$ cat config.mk
export PLATFORM = sky130hd
export DESIGN_NAME = router_sync_n_flat
export DESIGN_NICKNAME = d
export VERILOG_FILES = /design/src/rtl/router_sync_n_if.sv /design/src/rtl/router_sync_n.sv /design/src/flat_wrapper.sv
export SDC_FILE = /design/constraint.sdc
export NUM_CORES = 1
export LEC_CHECK = 0
export BUFFER_PORTS_ARGS = -buffer_cell sky130_fd_sc_hd__buf_4
export CAP_MARGIN = 20
export CELL_PAD_IN_SITES_DETAIL_PLACEMENT = 1
export CELL_PAD_IN_SITES_GLOBAL_PLACEMENT = 1
export CORE_MARGIN = 4
export CORE_UTILIZATION = 40
export DETAILED_ROUTE_END_ITERATION = 7
export GPL_TIMING_DRIVEN = 0
export PLACE_DENSITY = 0.77
export SLEW_MARGIN = 40
export SYNTH_ARGS = -nofsm -noshare
export SYNTH_HDL_FRONTEND = slang
export SYNTH_SLANG_ARGS = --single-unit
$ cat constraint.sdc
create_clock -name clk -period 2.66 [get_ports clk]
set_input_delay 0.399 -clock clk [delete_from_list [all_inputs] [get_ports clk]]
set_output_delay 0.399 -clock clk [all_outputs]
set_load 0.005 [all_outputs]
$ cat src/rtl/router_sync_n_if.sv
// Router synchronizer bus: header/address strobe, FIFO status and per-port
// handshakes that pass between the router FSM/FIFOs and router_sync_n.
//   master : drives detect_add, datain, write_enb_reg, full, empty, read_enb
//   slave  : drives write_enb, fifo_full, vld_out, soft_reset, addr_valid, addr_err
interface router_sync_n_if #(
  parameter int unsigned NUM_PORTS = 3,
  parameter int unsigned ADDR_W    = 2
);
  logic                 detect_add;
  logic [ADDR_W-1:0]    datain;
  logic                 write_enb_reg;
  logic [NUM_PORTS-1:0] full;
  logic [NUM_PORTS-1:0] empty;
  logic [NUM_PORTS-1:0] read_enb;
  logic [NUM_PORTS-1:0] write_enb;
  logic                 fifo_full;
  logic [NUM_PORTS-1:0] vld_out;
  logic [NUM_PORTS-1:0] soft_reset;
  logic                 addr_valid;
  logic                 addr_err;

  modport master (
    output detect_add, datain, write_enb_reg, full, empty, read_enb,
    input  write_enb, fifo_full, vld_out, soft_reset, addr_valid, addr_err
  );

  modport slave (
    input  detect_add, datain, write_enb_reg, full, empty, read_enb,
    output write_enb, fifo_full, vld_out, soft_reset, addr_valid, addr_err
  );
endinterface

$ cat src/rtl/router_sync_n.sv
// Router synchronizer: latches the destination address of each packet header,
// steers FIFO writes and the addressed full flag, exposes per-port valid, and
// flushes any output FIFO whose data sits unread for TIMEOUT consecutive cycles.
// Ports:
//   clk    : single clock, rising edge
//   resetn : asynchronous active-low reset
//   bus    : router_sync_n_if slave (address, write steering, status, soft resets)
module router_sync_n #(
  parameter int unsigned NUM_PORTS = 3,
  parameter int unsigned ADDR_W    = 2,
  parameter int unsigned TIMEOUT   = 30
) (
  input  logic            clk,
  input  logic            resetn,
  router_sync_n_if.slave  bus
);

  localparam int unsigned CNT_W = $clog2(TIMEOUT + 1);
  // One extra bit so NUM_PORTS itself is representable even when it equals 2**ADDR_W.
  localparam int unsigned CMP_W = ADDR_W + 1;
  localparam logic [CNT_W-1:0] CNT_LAST = CNT_W'(TIMEOUT - 1);

  logic [ADDR_W-1:0]    addr_reg;
  logic                 addr_valid_q;
  logic                 addr_err_q;
  logic [NUM_PORTS-1:0] soft_reset_q;
  logic [CNT_W-1:0]     stall_cnt [NUM_PORTS];

  logic                 in_range_c;
  logic [NUM_PORTS-1:0] vld_c;
  logic [NUM_PORTS-1:0] write_enb_c;
  logic                 fifo_full_c;

  assign in_range_c = {1'b0, bus.datain} < CMP_W'(NUM_PORTS);
  assign vld_c      = ~bus.empty;

  // Header address capture; addr_err is a single-cycle pulse per bad header.
  always_ff @(posedge clk or negedge resetn) begin
    if (!resetn) begin
      addr_reg     <= '0;
      addr_valid_q <= 1'b0;
      addr_err_q   <= 1'b0;
    end else begin
      addr_err_q <= 1'b0;
      if (bus.detect_add) begin
        addr_reg     <= bus.datain;
        addr_valid_q <= in_range_c;
        addr_err_q   <= ~in_range_c;
      end
    end
  end

  // Write steering and addressed full flag; an invalid address selects nothing,
  // so fifo_full stays low and misaddressed packets drain.
  always_comb begin
    write_enb_c = '0;
    fifo_full_c = 1'b0;
    for (int unsigned i = 0; i < NUM_PORTS; i++) begin
      if (addr_valid_q && (addr_reg == ADDR_W'(i))) begin
        write_enb_c[i] = bus.write_enb_reg;
        fifo_full_c    = bus.full[i];
      end
    end
  end

  // Per-port stall timers; wrapping to zero on the TIMEOUT-th stalled edge
  // both fires the flush pulse and bounds the counter.
  always_ff @(posedge clk or negedge resetn) begin
    if (!resetn) begin
      for (int unsigned i = 0; i < NUM_PORTS; i++) begin
        stall_cnt[i] <= '0;
      end
      soft_reset_q <= '0;
    end else begin
      for (int unsigned i = 0; i < NUM_PORTS; i++) begin
        if (!vld_c[i] || bus.read_enb[i]) begin
          stall_cnt[i]    <= '0;
          soft_reset_q[i] <= 1'b0;
        end else if (stall_cnt[i] == CNT_LAST) begin
          stall_cnt[i]    <= '0;
          soft_reset_q[i] <= 1'b1;
        end else begin
          stall_cnt[i]    <= stall_cnt[i] + CNT_W'(1);
          soft_reset_q[i] <= 1'b0;
        end
      end
    end
  end

  assign bus.write_enb  = write_enb_c;
  assign bus.fifo_full  = fifo_full_c;
  assign bus.vld_out    = vld_c;
  assign bus.soft_reset = soft_reset_q;
  assign bus.addr_valid = addr_valid_q;
  assign bus.addr_err   = addr_err_q;

endmodule

$ cat src/flat_wrapper.sv
// flat-port wrapper written by rule: the top's interface ports become plain ports
module router_sync_n_flat 
#(
  parameter int unsigned NUM_PORTS = 3,
  parameter int unsigned ADDR_W    = 2,
  parameter int unsigned TIMEOUT   = 30
)
  (clk, resetn, bus_detect_add, bus_datain, bus_write_enb_reg, bus_full, bus_empty, bus_read_enb, bus_write_enb, bus_fifo_full, bus_vld_out, bus_soft_reset, bus_addr_valid, bus_addr_err);
  router_sync_n_if #(.NUM_PORTS(NUM_PORTS), .ADDR_W(ADDR_W)) bus_i ();
  input  logic clk;
  input  logic resetn;
  input wire logic [$bits(bus_i.detect_add)-1:0] bus_detect_add;
  input wire logic [$bits(bus_i.datain)-1:0] bus_datain;
  input wire logic [$bits(bus_i.write_enb_reg)-1:0] bus_write_enb_reg;
  input wire logic [$bits(bus_i.full)-1:0] bus_full;
  input wire logic [$bits(bus_i.empty)-1:0] bus_empty;
  input wire logic [$bits(bus_i.read_enb)-1:0] bus_read_enb;
  output wire logic [$bits(bus_i.write_enb)-1:0] bus_write_enb;
  output wire logic [$bits(bus_i.fifo_full)-1:0] bus_fifo_full;
  output wire logic [$bits(bus_i.vld_out)-1:0] bus_vld_out;
  output wire logic [$bits(bus_i.soft_reset)-1:0] bus_soft_reset;
  output wire logic [$bits(bus_i.addr_valid)-1:0] bus_addr_valid;
  output wire logic [$bits(bus_i.addr_err)-1:0] bus_addr_err;
  assign bus_i.detect_add = bus_detect_add;
  assign bus_i.datain = bus_datain;
  assign bus_i.write_enb_reg = bus_write_enb_reg;
  assign bus_i.full = bus_full;
  assign bus_i.empty = bus_empty;
  assign bus_i.read_enb = bus_read_enb;
  assign bus_write_enb = bus_i.write_enb;
  assign bus_fifo_full = bus_i.fifo_full;
  assign bus_vld_out = bus_i.vld_out;
  assign bus_soft_reset = bus_i.soft_reset;
  assign bus_addr_valid = bus_i.addr_valid;
  assign bus_addr_err = bus_i.addr_err;
  router_sync_n #(.NUM_PORTS(NUM_PORTS), .ADDR_W(ADDR_W), .TIMEOUT(TIMEOUT)) u_core (.clk(clk), .resetn(resetn), .bus(bus_i));
endmodule
==> flow_metrics.env <==
export IMPL_multiInputGateArea_sq_um=385
export IMPL_port_buffer_count=26
export IMPL_largest_reg_flops=15
export IMPL_cts_buffer_depth=2
export IMPL_synth_top_area_share_pct=57.4
export IMPL_die_w_um=57.0
export IMPL_nNetsFinal=142
export IMPL_yosysWarnings=0
export IMPL_areaGrowthSynthToFinish_pct=28.9
export IMPL_p_int_uw=464
export IMPL_rsz0062_at_grt="no"
export IMPL_cp_max_fo=6
export IMPL_drt_wl_total_um=1920
export IMPL_dp_cells=143
export IMPL_slowest_delay_ns=0.45
export IMPL_max_freq_mhz=585
export IMPL_combPwrFrac_pct=10.9
export IMPL_clkLatencyLatePin_ns=0.31
export IMPL_required_ns=2.26
export IMPL_place_hpwl_um=1560
export IMPL_worst_clock_skew_ns=0.00730
export IMPL_grt_start_max_net_pins=23
export IMPL_power_density_nw_per_um2=487
export IMPL_postCtsHoldBufs=1
export IMPL_setup_violations=0
export IMPL_outcome="finished, final reports clean"
export IMPL_highest_layer="met4"
export IMPL_vias=716
export IMPL_drive_above_1_share_pct=25.0
export IMPL_cts_tree="done"
export IMPL_ctsRootBufferMaster="clkbuf_4"
export IMPL_layout_setup_ws_ns=0.952
export IMPL_grt_first_pass_wirelength_um=3280
export IMPL_gp_congestion=0.659
export IMPL_period_share_pct=64.2
export IMPL_cp_slowest_cell="dfrtp_1"
export IMPL_hold_depth=2
export IMPL_synthTopCellsByArea="dfrtp_1, ha_1, nor2_1"
export IMPL_fin_cells=148
export IMPL_cap_violations=0
export IMPL_rows=17
export IMPL_max_vdd_ir_drop_mv=0.379
export IMPL_start_util_pct=42.5
export IMPL_synth_nets=110
export IMPL_syn_avg_cell_area_sq_um=10.8
export IMPL_drtPass1Iterations=4
export IMPL_hold_viol_final=0
export IMPL_synth_seq_cells=22
export IMPL_p_seq_share_pct=58.8
export IMPL_routed_wl_met2_um=990
export IMPL_final_fill_count=273
export IMPL_critical_path_class="reg -> out"
export IMPL_synth_edf_count=0
export IMPL_ant_nets=0
export IMPL_numClockSinks=22
export IMPL_finalMaxSlewViolations=0
export IMPL_pre_cts_ws_ns=1.27
export IMPL_core_area_sq_um=2250
export IMPL_numCtsBuffers=3
export IMPL_worstSetupEndpointType="output port"
export IMPL_finish_utilization_pct=54.8
export IMPL_clockPowerShare_pct=30.2
export IMPL_leakage_uw=0.000615
export IMPL_swShare_pct=22.9
export IMPL_netlist_area_sq_um=958
export IMPL_cts_resized=0
export IMPL_wl_met1_um=804
export IMPL_yosysMostFrequentCell="dfrtp_1"
export IMPL_grt_overflow=0
export IMPL_grt_usage_pct=13.0
export IMPL_synthFlopType="dfrtp_1"
export IMPL_syn_inst=89
export IMPL_setup_tns_final_ns=0
export IMPL_num_antenna_cells=0
export IMPL_yosys_top_cells_count="dfrtp_1, nor2_1"
export IMPL_min_period_ns=1.71
export IMPL_die_area_sq_um=3240
export IMPL_clk_pin_slew_ns=0.12
export IMPL_arrival_ns=1.31
export IMPL_reg2reg_depth=5
export IMPL_drt_iter0_markers=11
export IMPL_ff_latch_area_sq_um=551
export IMPL_grt_antenna_before_repair=0
export IMPL_hold_path_class="in -> reg"
export IMPL_wl_met3_um=110
export IMPL_drc=0
export IMPL_async_flop_share_pct=100
export IMPL_slew_headroom_pct=81.5
export IMPL_cts_htree_levels=1
export IMPL_ios=27
export IMPL_worstMarginPinSlew_ns=0.277
export IMPL_grt_pass1_vias=783
export IMPL_switchingPower_uw=138
export IMPL_ys_types=17
export IMPL_yosysTopAreaCell="dfrtp_1"
export IMPL_postCtsSetupBuffers=0
export IMPL_die_h_um=57.0
export IMPL_routedWlPerCell_um=13.0
export IMPL_crit_chain="mux2i_1 -> o21ai_1 -> and2_1 -> buf_4"
export IMPL_viasPerCell=4.84
export IMPL_worst_setup_path_start_kind="flop"
export IMPL_synth_seq_area_share_pct=57.4
## stage by stage
step	hold WS, ns	total power, uW	cell area, sq um
2_1_floorplan	0.103	381	958
3_3_place_gp	0.303	424	1190
3_5_place_dp	0.305	427	1190
4_1_cts	0.224	615	1230
5_1_grt	0.220	635	1230
6_report	0.239	602	1230
## critical path, delay by kind of cell (launching register included)
family	cells	cell delay, ns
flops	1	0.45
mux	1	0.21
compound gates	1	0.07
simple gates	1	0.15
buf+inv	1	0.13
## cells by family after synthesis
family	share of synthesized area, %
compound gates	0.522
mux	3.39
buf+inv	2.35
fa+ha+maj	7.83
simple gates	20.2
xor+xnor	8.23
flops	57.4
## worst paths after layout
path | start | endpoint | slack (ns)
setup / recovery | u_core.addr_reg[1] | bus_fifo_full | 0.95
hold / removal | bus_read_enb[0] | u_core.bus.soft_reset[0] | 0.24
setup reg to reg | u_core.stall_cnt[6] | u_core.stall_cnt[9] | 1.55
hold reg to reg | u_core.stall_cnt[0] | u_core.stall_cnt[0] | 0.50
max in group asynchronous | resetn | u_core.stall_cnt[4] | 1.94
min in group asynchronous | resetn | u_core.bus.addr_err | 0.49
## power by group through the flow
stage	logic (uW)	registers, uW	clock network (uW)
3_5_place_dp	66.8	361	0
3_3_place_gp	63.9	360	0
5_1_grt	74.1	356	204
4_1_cts	67.9	354	193
2_1_floorplan	23.3	358	0
6_report	65.7	354	182
## layout by cell type, fill, tap and decap left out
cell	instances
and2_1	1
and3_1	1
buf_4	26
clkbuf_4	3
clkbuf_8	1
dfrtp_1	22
dlygate4sd3_1	1
ha_1	6
inv_1	6
mux2_1	2
mux2i_1	1
nand2_1	4
nand3_1	6
nand3b_1	1
nand4_1	3
nor2_1	20
nor3_1	4
nor3b_1	2
o21ai_1	1
xnor2_1	3
xor2_1	6
## layout make-up
type | instances | share of cell area, %
repair buffers | 27 | 16.6
clock buffers | 4 | 2.94
well taps | 28 | 2.84
inverters | 6 | 1.82
multi-input cells | 61 | 31.2
flip-flops and latches | 22 | 44.6
## layer usage
layer | vias to the layer above | track usage [%]
met2 | 14 | 23.0
met5 | - | 0
met3 | 2 | 4.07
met4 | 0 | 3.97
met1 | 347 | 15.1
li1 | 353 | -
(Power assumes the default switching activity.)
